`config.mk`:
```
export PLATFORM = sky130hd
export DESIGN_NAME = vga_text_reader_flat
export DESIGN_NICKNAME = d
export VERILOG_FILES = /design/src/rtl/vga_text_pkg.sv /design/src/rtl/vga_text_reader_if.sv /design/src/rtl/vga_timing.sv /design/src/rtl/vga_text_reader.sv /design/src/flat_wrapper.sv
export SDC_FILE = /design/constraint.sdc
export NUM_CORES = 1
export LEC_CHECK = 0
export CORE_MARGIN = 5
export CORE_UTILIZATION = 40
export CTS_CLUSTER_DIAMETER = 50
export DETAILED_ROUTE_END_ITERATION = 8
export GPL_TIMING_DRIVEN = 1
export PLACE_DENSITY = 0.66
export SLEW_MARGIN = 5
export SYNTH_ARGS = -nofsm -noshare
export SYNTH_HDL_FRONTEND = slang
export SYNTH_SLANG_ARGS = --single-unit
export TNS_END_PERCENT = 1
```
`constraint.sdc`:
```
create_clock -name clk -period 3.8 [get_ports clk]
set_clock_uncertainty 0.15 [all_clocks]
set_input_delay 0.76 -clock clk [delete_from_list [all_inputs] [get_ports clk]]
set_output_delay 0.76 -clock clk [all_outputs]
set_load 0.01 [all_outputs]
```
`src/rtl/vga_text_pkg.sv`:
```
// Shared raster constants, VRAM field layout and pipeline stage types for the text-mode scan-out.
// Pure declarations; no timing or flow control of its own.
package vga_text_pkg;

    localparam int H_ACTIVE = 640;
    localparam int H_FP     = 16;
    localparam int H_SYNC   = 96;
    localparam int H_BP     = 48;
    localparam int H_TOTAL  = H_ACTIVE + H_FP + H_SYNC + H_BP;

    localparam int V_ACTIVE = 480;
    localparam int V_FP     = 10;
    localparam int V_SYNC   = 2;
    localparam int V_BP     = 33;
    localparam int V_TOTAL  = V_ACTIVE + V_FP + V_SYNC + V_BP;

    localparam int COLS       = H_ACTIVE / 8;
    localparam int VRAM_DEPTH = 4800;
    localparam int VRAM_AW    = 13;
    localparam int VRAM_DW    = 11;
    localparam int FONT_AW    = 11;
    localparam int CNT_W      = 10;

    localparam int CHAR_LSB  = 0;
    localparam int CHAR_MSB  = 7;
    localparam int COLOR_LSB = 8;
    localparam int COLOR_MSB = 10;

    typedef logic [2:0] color_t;

    typedef struct packed {
        logic       active;
        logic       hsync;
        logic       vsync;
        logic       cursor;
        logic [2:0] x;
        logic [2:0] y;
    } s1_t;

    typedef struct packed {
        logic       active;
        logic       hsync;
        logic       vsync;
        logic       cursor;
        logic [2:0] x;
    } s2_t;

    localparam s1_t S1_IDLE = '{active: 1'b0, hsync: 1'b1, vsync: 1'b1,
                                cursor: 1'b0, x: 3'd0, y: 3'd0};
    localparam s2_t S2_IDLE = '{active: 1'b0, hsync: 1'b1, vsync: 1'b1,
                                cursor: 1'b0, x: 3'd0};

    // row*80 as two shifts so no multiplier is needed.
    function automatic logic [VRAM_AW-1:0] cell_addr(input logic [6:0] row,
                                                     input logic [6:0] col);
        logic [VRAM_AW-1:0] r;
        r = VRAM_AW'(row);
        return (r << 6) + (r << 4) + VRAM_AW'(col);
    endfunction

    function automatic logic [11:0] expand_color(input color_t c);
        return {{4{c[2]}}, {4{c[1]}}, {4{c[0]}}};
    endfunction

endpackage

```
`src/rtl/vga_text_reader_if.sv`:
```
// Read-side bus from the text reader to the character VRAM and the font ROM.
// Both memories answer one clk after the address; the reader never stalls them.
interface vga_text_reader_if;
    import vga_text_pkg::*;

    logic [VRAM_AW-1:0] vram_addr;
    logic               vram_we;
    logic [VRAM_DW-1:0] vram_data;
    logic [FONT_AW-1:0] font_addr;
    logic [7:0]         font_data;

    modport master (
        output vram_addr,
        output vram_we,
        output font_addr,
        input  vram_data,
        input  font_data
    );

    modport slave (
        input  vram_addr,
        input  vram_we,
        input  font_addr,
        output vram_data,
        output font_data
    );

endinterface

```
`src/rtl/vga_timing.sv`:
```
// Raster counters plus raw sync/active flags; outputs are combinational from the counters.
// Advances only on pix_en_i; nothing can stall it.
module vga_timing
    import vga_text_pkg::*;
#(
    parameter int H_ACTIVE_P = H_ACTIVE,
    parameter int H_FP_P     = H_FP,
    parameter int H_SYNC_P   = H_SYNC,
    parameter int H_BP_P     = H_BP,
    parameter int V_ACTIVE_P = V_ACTIVE,
    parameter int V_FP_P     = V_FP,
    parameter int V_SYNC_P   = V_SYNC,
    parameter int V_BP_P     = V_BP
) (
    input  logic             clk,
    input  logic             rst_n,
    input  logic             pix_en_i,
    output logic [CNT_W-1:0] h_cnt_o,
    output logic [CNT_W-1:0] v_cnt_o,
    output logic             hsync_raw_o,
    output logic             vsync_raw_o,
    output logic             active_o,
    output logic             frame_end_o
);

    localparam int H_TOTAL_P = H_ACTIVE_P + H_FP_P + H_SYNC_P + H_BP_P;
    localparam int V_TOTAL_P = V_ACTIVE_P + V_FP_P + V_SYNC_P + V_BP_P;

    localparam logic [CNT_W-1:0] H_LAST   = CNT_W'(H_TOTAL_P - 1);
    localparam logic [CNT_W-1:0] V_LAST   = CNT_W'(V_TOTAL_P - 1);
    localparam logic [CNT_W-1:0] H_VIS    = CNT_W'(H_ACTIVE_P);
    localparam logic [CNT_W-1:0] V_VIS    = CNT_W'(V_ACTIVE_P);
    localparam logic [CNT_W-1:0] HS_FIRST = CNT_W'(H_ACTIVE_P + H_FP_P);
    localparam logic [CNT_W-1:0] HS_LAST  = CNT_W'(H_ACTIVE_P + H_FP_P + H_SYNC_P - 1);
    localparam logic [CNT_W-1:0] VS_FIRST = CNT_W'(V_ACTIVE_P + V_FP_P);
    localparam logic [CNT_W-1:0] VS_LAST  = CNT_W'(V_ACTIVE_P + V_FP_P + V_SYNC_P - 1);

    logic [CNT_W-1:0] h_cnt_q, h_cnt_d;
    logic [CNT_W-1:0] v_cnt_q, v_cnt_d;
    logic             h_wrap;
    logic             v_wrap;

    assign h_wrap = (h_cnt_q == H_LAST);
    assign v_wrap = (v_cnt_q == V_LAST);

    always_comb begin
        h_cnt_d = h_cnt_q;
        v_cnt_d = v_cnt_q;
        if (pix_en_i) begin
            if (h_wrap) begin
                h_cnt_d = '0;
                v_cnt_d = v_wrap ? '0 : v_cnt_q + 1'b1;
            end else begin
                h_cnt_d = h_cnt_q + 1'b1;
            end
        end
    end

    always_ff @(posedge clk or negedge rst_n) begin
        if (!rst_n) begin
            h_cnt_q <= '0;
            v_cnt_q <= '0;
        end else begin
            h_cnt_q <= h_cnt_d;
            v_cnt_q <= v_cnt_d;
        end
    end

    assign h_cnt_o     = h_cnt_q;
    assign v_cnt_o     = v_cnt_q;
    assign hsync_raw_o = !((h_cnt_q >= HS_FIRST) && (h_cnt_q <= HS_LAST));
    assign vsync_raw_o = !((v_cnt_q >= VS_FIRST) && (v_cnt_q <= VS_LAST));
    assign active_o    = (h_cnt_q < H_VIS) && (v_cnt_q < V_VIS);
    assign frame_end_o = pix_en_i && h_wrap && v_wrap;

endmodule

```
`src/rtl/vga_text_reader.sv`:
```
// Text-mode scan-out: raster -> VRAM cell -> font row -> RGB, 3 pix_en ticks counter-to-pin; syncs delayed to match.
// Paced purely by pix_en (no backpressure); VGA_CURSOR_EN adds a blinking inverted cursor cell.
module vga_text_reader
    import vga_text_pkg::*;
#(
    parameter int H_ACTIVE_P = H_ACTIVE,
    parameter int H_FP_P     = H_FP,
    parameter int H_SYNC_P   = H_SYNC,
    parameter int H_BP_P     = H_BP,
    parameter int V_ACTIVE_P = V_ACTIVE,
    parameter int V_FP_P     = V_FP,
    parameter int V_SYNC_P   = V_SYNC,
    parameter int V_BP_P     = V_BP
) (
    input  logic                     clk,
    input  logic                     rst_n,
    input  logic                     pix_en,
    vga_text_reader_if.master        vbus,
    input  logic [VRAM_AW-1:0]       cursor_addr,
    output logic [11:0]              rgb,
    output logic                     hsync,
    output logic                     vsync
);

    logic [CNT_W-1:0]   h_cnt;
    logic [CNT_W-1:0]   v_cnt;
    logic               hsync_raw;
    logic               vsync_raw;
    logic               active_raw;
    logic               frame_end;
    logic [VRAM_AW-1:0] cell_c;
    logic               cursor_c;

    vga_timing #(
        .H_ACTIVE_P (H_ACTIVE_P),
        .H_FP_P     (H_FP_P),
        .H_SYNC_P   (H_SYNC_P),
        .H_BP_P     (H_BP_P),
        .V_ACTIVE_P (V_ACTIVE_P),
        .V_FP_P     (V_FP_P),
        .V_SYNC_P   (V_SYNC_P),
        .V_BP_P     (V_BP_P)
    ) u_timing (
        .clk         (clk),
        .rst_n       (rst_n),
        .pix_en_i    (pix_en),
        .h_cnt_o     (h_cnt),
        .v_cnt_o     (v_cnt),
        .hsync_raw_o (hsync_raw),
        .vsync_raw_o (vsync_raw),
        .active_o    (active_raw),
        .frame_end_o (frame_end)
    );

    assign cell_c = cell_addr(v_cnt[CNT_W-1:3], h_cnt[CNT_W-1:3]);

`ifdef VGA_CURSOR_EN
    logic [5:0] frame_cnt_q, frame_cnt_d;

    always_comb begin
        frame_cnt_d = frame_cnt_q;
        if (frame_end) frame_cnt_d = frame_cnt_q + 6'd1;
    end

    always_ff @(posedge clk or negedge rst_n) begin
        if (!rst_n) frame_cnt_q <= '0;
        else        frame_cnt_q <= frame_cnt_d;
    end

    // Upper half of every 64-frame period shows the cursor cell inverted.
    assign cursor_c = frame_cnt_q[5] && (cell_c == cursor_addr);
`else
    logic unused_cursor;
    assign unused_cursor = ^{cursor_addr, frame_end};
    assign cursor_c      = 1'b0;
`endif

    s1_t                s1_q, s1_d;
    logic [VRAM_AW-1:0] vram_addr_q, vram_addr_d;
    s2_t                s2_q, s2_d;
    color_t             color_q, color_d;
    logic [FONT_AW-1:0] font_addr_q, font_addr_d;
    logic [11:0]        rgb_q, rgb_d;
    logic               hsync_q, hsync_d;
    logic               vsync_q, vsync_d;
    logic               pixel;

    always_comb begin
        s1_d        = s1_q;
        vram_addr_d = vram_addr_q;
        s2_d        = s2_q;
        color_d     = color_q;
        font_addr_d = font_addr_q;
        rgb_d       = rgb_q;
        hsync_d     = hsync_q;
        vsync_d     = vsync_q;
        pixel       = vbus.font_data[3'd7 - s2_q.x] ^ s2_q.cursor;

        if (pix_en) begin
            s1_d = '{active: active_raw, hsync: hsync_raw, vsync: vsync_raw,
                     cursor: cursor_c, x: h_cnt[2:0], y: v_cnt[2:0]};
            // Blanking keeps the last visible cell so the address never leaves 0..4799.
            if (active_raw) vram_addr_d = cell_c;

            s2_d = '{active: s1_q.active, hsync: s1_q.hsync, vsync: s1_q.vsync,
                     cursor: s1_q.cursor, x: s1_q.x};
            color_d     = vbus.vram_data[COLOR_MSB:COLOR_LSB];
            font_addr_d = {vbus.vram_data[CHAR_MSB:CHAR_LSB], s1_q.y};

            rgb_d   = (s2_q.active && pixel) ? expand_color(color_q) : 12'h000;
            hsync_d = s2_q.hsync;
            vsync_d = s2_q.vsync;
        end
    end

    always_ff @(posedge clk or negedge rst_n) begin
        if (!rst_n) begin
            s1_q        <= S1_IDLE;
            vram_addr_q <= '0;
            s2_q        <= S2_IDLE;
            color_q     <= '0;
            font_addr_q <= '0;
            rgb_q       <= '0;
            hsync_q     <= 1'b1;
            vsync_q     <= 1'b1;
        end else begin
            s1_q        <= s1_d;
            vram_addr_q <= vram_addr_d;
            s2_q        <= s2_d;
            color_q     <= color_d;
            font_addr_q <= font_addr_d;
            rgb_q       <= rgb_d;
            hsync_q     <= hsync_d;
            vsync_q     <= vsync_d;
        end
    end

    assign vbus.vram_addr = vram_addr_q;
    assign vbus.vram_we   = 1'b0;
    assign vbus.font_addr = font_addr_q;
    assign rgb            = rgb_q;
    assign hsync          = hsync_q;
    assign vsync          = vsync_q;

    addr_in_range: assert property (@(posedge clk) disable iff (!rst_n)
                                    vram_addr_q < VRAM_AW'(VRAM_DEPTH));

endmodule

```
`src/flat_wrapper.sv`:
```
// flat-port wrapper written by rule: the top's interface ports become plain ports
module vga_text_reader_flat import vga_text_pkg::*;
#(
    parameter int H_ACTIVE_P = H_ACTIVE,
    parameter int H_FP_P     = H_FP,
    parameter int H_SYNC_P   = H_SYNC,
    parameter int H_BP_P     = H_BP,
    parameter int V_ACTIVE_P = V_ACTIVE,
    parameter int V_FP_P     = V_FP,
    parameter int V_SYNC_P   = V_SYNC,
    parameter int V_BP_P     = V_BP
)
  (clk, rst_n, pix_en, cursor_addr, rgb, hsync, vsync, vbus_vram_addr, vbus_vram_we, vbus_font_addr, vbus_vram_data, vbus_font_data);
  vga_text_reader_if vbus_i ();
  input  logic clk;
  input  logic rst_n;
  input  logic pix_en;
  input  logic [VRAM_AW-1:0] cursor_addr;
  output logic [11:0] rgb;
  output logic hsync;
  output logic vsync;
  output wire logic [$bits(vbus_i.vram_addr)-1:0] vbus_vram_addr;
  output wire logic [$bits(vbus_i.vram_we)-1:0] vbus_vram_we;
  output wire logic [$bits(vbus_i.font_addr)-1:0] vbus_font_addr;
  input wire logic [$bits(vbus_i.vram_data)-1:0] vbus_vram_data;
  input wire logic [$bits(vbus_i.font_data)-1:0] vbus_font_data;
  assign vbus_vram_addr = vbus_i.vram_addr;
  assign vbus_vram_we = vbus_i.vram_we;
  assign vbus_font_addr = vbus_i.font_addr;
  assign vbus_i.vram_data = vbus_vram_data;
  assign vbus_i.font_data = vbus_font_data;
  vga_text_reader #(.H_ACTIVE_P(H_ACTIVE_P), .H_FP_P(H_FP_P), .H_SYNC_P(H_SYNC_P), .H_BP_P(H_BP_P), .V_ACTIVE_P(V_ACTIVE_P), .V_FP_P(V_FP_P), .V_SYNC_P(V_SYNC_P), .V_BP_P(V_BP_P)) u_core (.clk(clk), .rst_n(rst_n), .pix_en(pix_en), .vbus(vbus_i), .cursor_addr(cursor_addr), .rgb(rgb), .hsync(hsync), .vsync(vsync));
endmodule
```
Word level (Yosys, flattened, before mapping)
Cells that the tools add are included.
{ "op_classes": {"n_addsub": 5, "magnitude_cmp": 7, "eq_ne": 2, "n_mux": 5, "reduce_logical": 8} }
{ "op_table": {"columns": ["operator", "n"], "rows": [
  ["10-bit by 1-bit adder with 10-bit output (second input constant)", 2],
  ["10-bit equality test (second input constant)", 2],
  ["10-bit 2-to-1 mux", 2],
  ["13-bit by 11-bit adder with 13-bit output", 1],
  ["13-bit by 7-bit adder with 13-bit output", 1],
  ["12-bit 2-to-1 mux", 1],
  ["10-bit >= comparator (second input constant)", 1],
  ["10-bit by 9-bit >= comparator with 1-bit output (second input constant)", 1],
  ["10-bit less-or-equal comparator (second input constant)", 1],
  ["10-bit by 9-bit less-or-equal comparator with 1-bit output (second input constant)", 1],
  ["10-bit less-than comparator (second input constant)", 1],
  ["10-bit by 9-bit less-than comparator with 1-bit output (second input constant)", 1],
  ["1-bit logical AND", 4],
  ["3-bit by 4-bit less-than comparator with 1-bit output (second input constant)", 1],
  ["2-bit AND reduction", 2],
  ["1-bit binary-select mux with 3-bit select", 1],
  ["3-bit subtractor (first input constant)", 1],
  ["1-bit zero test", 2],
  ["1-bit 2-to-1 mux", 1]
]} }
{ "word_totals": {"reg_bits": 76, "input_bits": 35, "out_inout_bits": 39, "word_cells": 44} }

Logic depth before layout (Yosys ltp)
{ "logic_depth": {"ltp_word": 5, "mapped_depth": 9, "ltp_nobuf": 8} }

Hierarchy
Synthesis repeated with hierarchy kept, for this count alone.
{ "unflattened": {"hier_cells": 287, "hier_area_um2": 3447.1} }
{ "by_module_without_submodules": {"columns": ["module", "n_inst", "cells_per_inst", "area_per_inst_um2", "seq_area_each_um2"], "rows": [
  ["vga_text_reader", 1, 173, 2319.7, 1183.6],
  ["vga_timing", 1, 114, 1127.3, 500.5]
]} }

Worst setup path after synthesis
OpenSTA, ideal clock, no wires.
{ "synth_path": {"path_kind": "register -> register", "start": "register u_core.u_timing.v_cnt_q[3] (netlist: u_core.u_timing.v_cnt_o[3])", "end": "register u_core.vram_addr_q[9] (netlist: u_core.vbus.vram_addr[9])", "setup_time_ns": 0.127, "t_arrival_ns": 2.228, "required_ns": 3.523, "path_slack_ns": 1.295, "stages_incl_launch_ff": 10, "path_buffers": 1, "synth_period_minus_slack_ns": 2.505, "cell_sequence": "dfrtp_1 > clkbuf_1 > inv_1 > fa_1 > inv_1 > fa_1 > a21o_1 > a21oi_1 > xor2_1 > o21ai_0"} }
{ "synth_via": {"elab_chain_cells": 3, "elab_cells_between_ends": 5, "classes_between": "add/sub (2); order compare (1); reduce/logical (2)"} }
{ "synth_rtl": {"columns": ["element", "line", "rtl"], "rows": [
  ["start, declared", "vga_timing.sv:39", "logic [CNT_W-1:0] v_cnt_q, v_cnt_d;"],
  ["start signal, assigned", "vga_timing.sv:65", "v_cnt_q <= v_cnt_d;"],
  ["parallel branches: the longest is 3 deep, another holds 13-bit by 11-bit adder with 13-bit output", null, null],
  ["end signal, assigned", "vga_text_reader.sv:128", "vram_addr_q <= vram_addr_d;"],
  ["end, declared", "vga_text_reader.sv:79", "logic [VRAM_AW-1:0] vram_addr_q, vram_addr_d;"]
]} }
Parallel ways; which one is timed is not known.
A chain may end at the register's enable or synchronous reset.

Final worst setup path
{ "layout_path": {"start": "register u_core.u_timing.v_cnt_q[3] (netlist: u_core.u_timing.v_cnt_o[3])", "end": "register u_core.vram_addr_q[11] (netlist: u_core.vbus.vram_addr[11])"} }
The elaborated chain is that of the path after synthesis.

==> summary.txt <==
Final layout
  • Area occupied by registers: 1680 µm²
  • Post-Route Utilization: 51.0%
  • Filler cells: 736
  • Antenna Cells: 0
  • Area growth, synth to finish: 24.4%
  • Final nets: 405
  • Ratio of cells with drive above 1 in the final layout: 18.9%
  • Multi-input gate area: 1510 µm²

Power and ir drop
  • Pwr dens: 441 nW/µm²
  • Leakage: 1.84 nW
  • Worst vdd ir: 213 µV
  • Power Internal: 0.00132 W
  • Total power: 0.00185 W
  • Switch share: 28.7%
  • P_sw: 0.000530 W
  • Clock share of power: 32.8%
  • Combinational share of power: 18.4%
  • Seq pwr share: 48.7%

Clocking
  • Hold_buf cts: 0
  • Worst-Skew Late Latency: 0.35 ns
  • CTS sink count: 67
  • Post-CTS Resized: 0
  • Root buffer selected by CTS: clkbuf_8
  • Setup bufs post-CTS: 0
  • CTS tree: built
  • Htree depth: 3
  • CTS clock-pin slew for the worst setup and hold paths: 0.08 ns
  • CTS Buf Count: 9
  • Clk buf depth: 2

Yosys
  • Dominant cells by area after synthesis: dfrtp_1 (45%), mux2_2 (10%), ha_1 (6.7%), dfstp_2 (4.7%), nand2_1 (3.9%)
  • Post-Synthesis Cells: 298
  • Post-synth net total: 353
  • Sequential area share after synthesis: 50.0%
  • Yosys reg bits: 67
  • Async set-or-reset flop fraction in the synthesized netlist: 100%
  • Yosys Warn Count: 0
  • Synth top area share: 45.3%
  • Post-synthesis cell type count: 49
  • Main flop type after synthesis: dfrtp_1
  • Post-synth EDFFs: 0
  • Area leader, netlist: dfrtp_1
  • Synth Cell Area: 3370 µm²
  • Syn_area_per_cell: 11.3 µm²

Route
  • DRC: 0
  • Via count: 2328
  • Initial DRC count: 133
  • Post-DR wirelength/cell: 14.2 µm
  • Antenna Nets Post-Route: 0
  • Vias per cell: 5.06
  • DRT Pass-1 Iters: 6
  • Final wirelength: 6.52 mm

Critical path
  • CP Cell Sequence: inv_1 > fa_1 > inv_1 > fa_1 > a211oi_1 > o21a_1 > or4_1 > nand3_1
  • WS Path Type: register to register
  • R2R Path End: u_core.vbus.vram_addr[11]
  • R2r worst-path depth: 8
  • CP Max Fanout: 9
  • Setup crit end kind: register
  • Worst setup SP type: register
  • Crit path largest cell delay: 0.54 ns
  • Critical R2R Launch: u_core.u_timing.v_cnt_o[3]
  • Slowest cell on the critical path: fa_1
  • Worst Path Arrival: 2.72 ns
  • FF-to-FF setup slack: 1.16 ns
  • Required @ worst endpoint: 3.88 ns

Floorplan
  • Starting density of the core: 41.0%
  • I/O pins: 74
  • Core area: 8220 µm²
  • Vert. Die Dim: 102 µm
  • Cell Rows: 33
  • Die Width: 102 µm
  • Die Area: 10400 µm²

Min path
  • Hold Path Origin: u_core.vbus.vram_addr[4]
  • Hold Path Depth: 2
  • HP Class: register to register
  • Worst Hold Path EP: u_core.vbus.vram_addr[4]

Timing
  • Setup ws final: 1.16 ns
  • Max Slew Vio Count: 0
  • Endpoints failing setup: 0
  • FMAX: 378 MHz
  • Final Cycle Share: 69.5%
  • Setup Total Neg Slack: 0 ns
  • Final min period: 2.64 ns
  • Relative slew slack: 35.1%
  • RSZ-0062 raised after global routing: false
  • Worst-margin pin slew: 0.973 ns
  • Hold Violations, Final: 0

Placement
  • Post-DP HPWL: 4.60 mm
  • Pre-CTS setup slack: 0.789 ns
  • Input/output buffers: 59
  • Gpl congestion: 0.828

Global routing
  • All-layer global routing usage: 13.9%
  • Number of global-route vias before repair: 2401
  • Global route total overflow: 0
  • Initial antenna violation count: 0
  • GR peak layer: met2
  • GRT met2 Usage: 21.1%
  • Global-route wire length before repair: 11.4 mm
  • GR Util met3: 4.68%
  • Largest net degree at the start of global routing: 45
  • Grt met1 use: 18.8%

Job
  • MaxCap Viol Count: 0

Outcome
  • Status: finished, final reports clean
-- layout make-up --
cell class | instances | area share, %
Clock buffer | 9 | 2.96
Clock inverter | 7 | 1.82
Inverter | 13 | 1.16
Multi-Input combinational cell | 196 | 36.1
Sequential cell | 67 | 40.2
Tap cell | 105 | 3.13
Timing Repair Buffer | 63 | 14.7
-- how the worst max path moves through the flow --
stage                                      endpoint                        from  slack [ns]  cells past startpoint
final                     u_core.vbus.vram_addr[11]  u_core.u_timing.v_cnt_o[3]        1.16                      8
after global routing       u_core.vbus.vram_addr[9]  u_core.u_timing.v_cnt_o[3]        0.97                      8
after CTS                 u_core.vbus.vram_addr[11]  u_core.u_timing.v_cnt_o[3]        1.16                      8
after detailed placement  u_core.vbus.vram_addr[11]                      pix_en        0.79                      5
after global placement    u_core.vbus.vram_addr[11]                      pix_en        0.84                      5
after floorplan            u_core.vbus.vram_addr[9]  u_core.u_timing.v_cnt_o[3]        1.29                      9
-- power by group through the flow --
stage,logic [W],clock network [W],registers [W]
final,0.000341,0.000606,0.000900
after detailed placement,0.000347,0,0.000914
after CTS,0.000349,0.000632,0.000900
after global routing,0.000377,0.000664,0.000915
after global placement,0.000339,0,0.000909
after floorplan,0.000213,0,0.000889
-- sequential cells by signal (all words and copies together) (netlist names), 3 cells and up --
name / flops
u_core.color_q: 3
u_core.u_timing.h_cnt_o: 10
u_core.s2_q: 6
u_core.s1_q: 9
u_core.rgb: 3
u_core.vbus.font_addr: 11
u_core.vbus.vram_addr: 13
u_core.u_timing.v_cnt_o: 10
-- critical path, delay by kind of cell (launching register included) --
| kind | cells | cell delay, ns |
|---|---|---|
| DFF | 1 | 0.53 |
| buffers and inverters | 2 | 0.18 |
| adders and majority gates | 2 | 1.02 |
| AOI/OAI and AO/OA | 2 | 0.46 |
| and+or+nand+nor | 2 | 0.18 |
-- synth_stat cells, drive strengths merged (2+ instances only) --
cell / n
clkbuf: 7
nand2: 35
a21oi: 5
dfrtp: 61
ha: 18
and4: 3
inv: 13
nand3: 7
xnor2: 8
o21a: 2
a211oi: 3
mux4: 2
nor3: 7
nor4: 5
mux2: 31
fa: 2
a22o: 4
dfstp: 6
nor2: 14
and3: 3
xor2: 6
o21ai: 10
nand4: 8
a21o: 4
buf: 15
-- placed cells by master (no fill, tap or decap), drive strengths merged, types with 2 or more instances in the layout --
cell / synthesis / routed
fa: 2 / 2
nand2: 35 / 35
dfrtp: 61 / 61
xnor2: 8 / 8
inv: 13 / 15
clkbuf: 7 / 9
nor4: 5 / 5
clkinv: 0 / 2
nand3: 7 / 7
nor2: 14 / 14
dfstp: 6 / 6
clkdlybuf4s50: 0 / 58
o21a: 2 / 2
clkinvlp: 0 / 2
a21oi: 5 / 5
nor3: 7 / 7
a211oi: 3 / 3
and4: 3 / 3
o21ai: 10 / 10
mux4: 2 / 2
ha: 18 / 18
nand4: 8 / 8
and3: 3 / 3
a21o: 4 / 4
mux2: 31 / 31
xor2: 6 / 6
buf: 15 / 5
a22o: 4 / 4
-- cell families (layout without fill, tap and decap cells) --
kind of cell               after synthesis  in the layout  share of synthesized area [%]
muxes                                   34             34                           12.0
DFF                                     67             67                           50.0
buffers and inverters                   35             92                           5.13
and+or+nand+nor                         91             91                           14.2
xor gates and xnor gates                14             14                           3.64
adders and majority gates               20             20                           7.88
other                                    1              1                          0.111
AOI/OAI and AO/OA                       36             36                           7.10
-- routing by layer --
metal  up-vias  share of wire [%]  wire [µm]
li1       1147                  -          -
met1      1129                 47       3090
met2        44                 47       3040
met3         8                4.5        292
met4         0                1.3         87
met5         -                  0          0
-- per-stage QoR --
step	hold WS, ns	area [µm²]	instances
floorplan	0.298	3370	298
global route	0.362	4190	460
detailed placement	0.313	3990	444
finish	0.323	4190	460
CTS	0.332	4190	460
global placement	0.307	3990	444
Note: power is estimated with default switching activity, not from simulation.
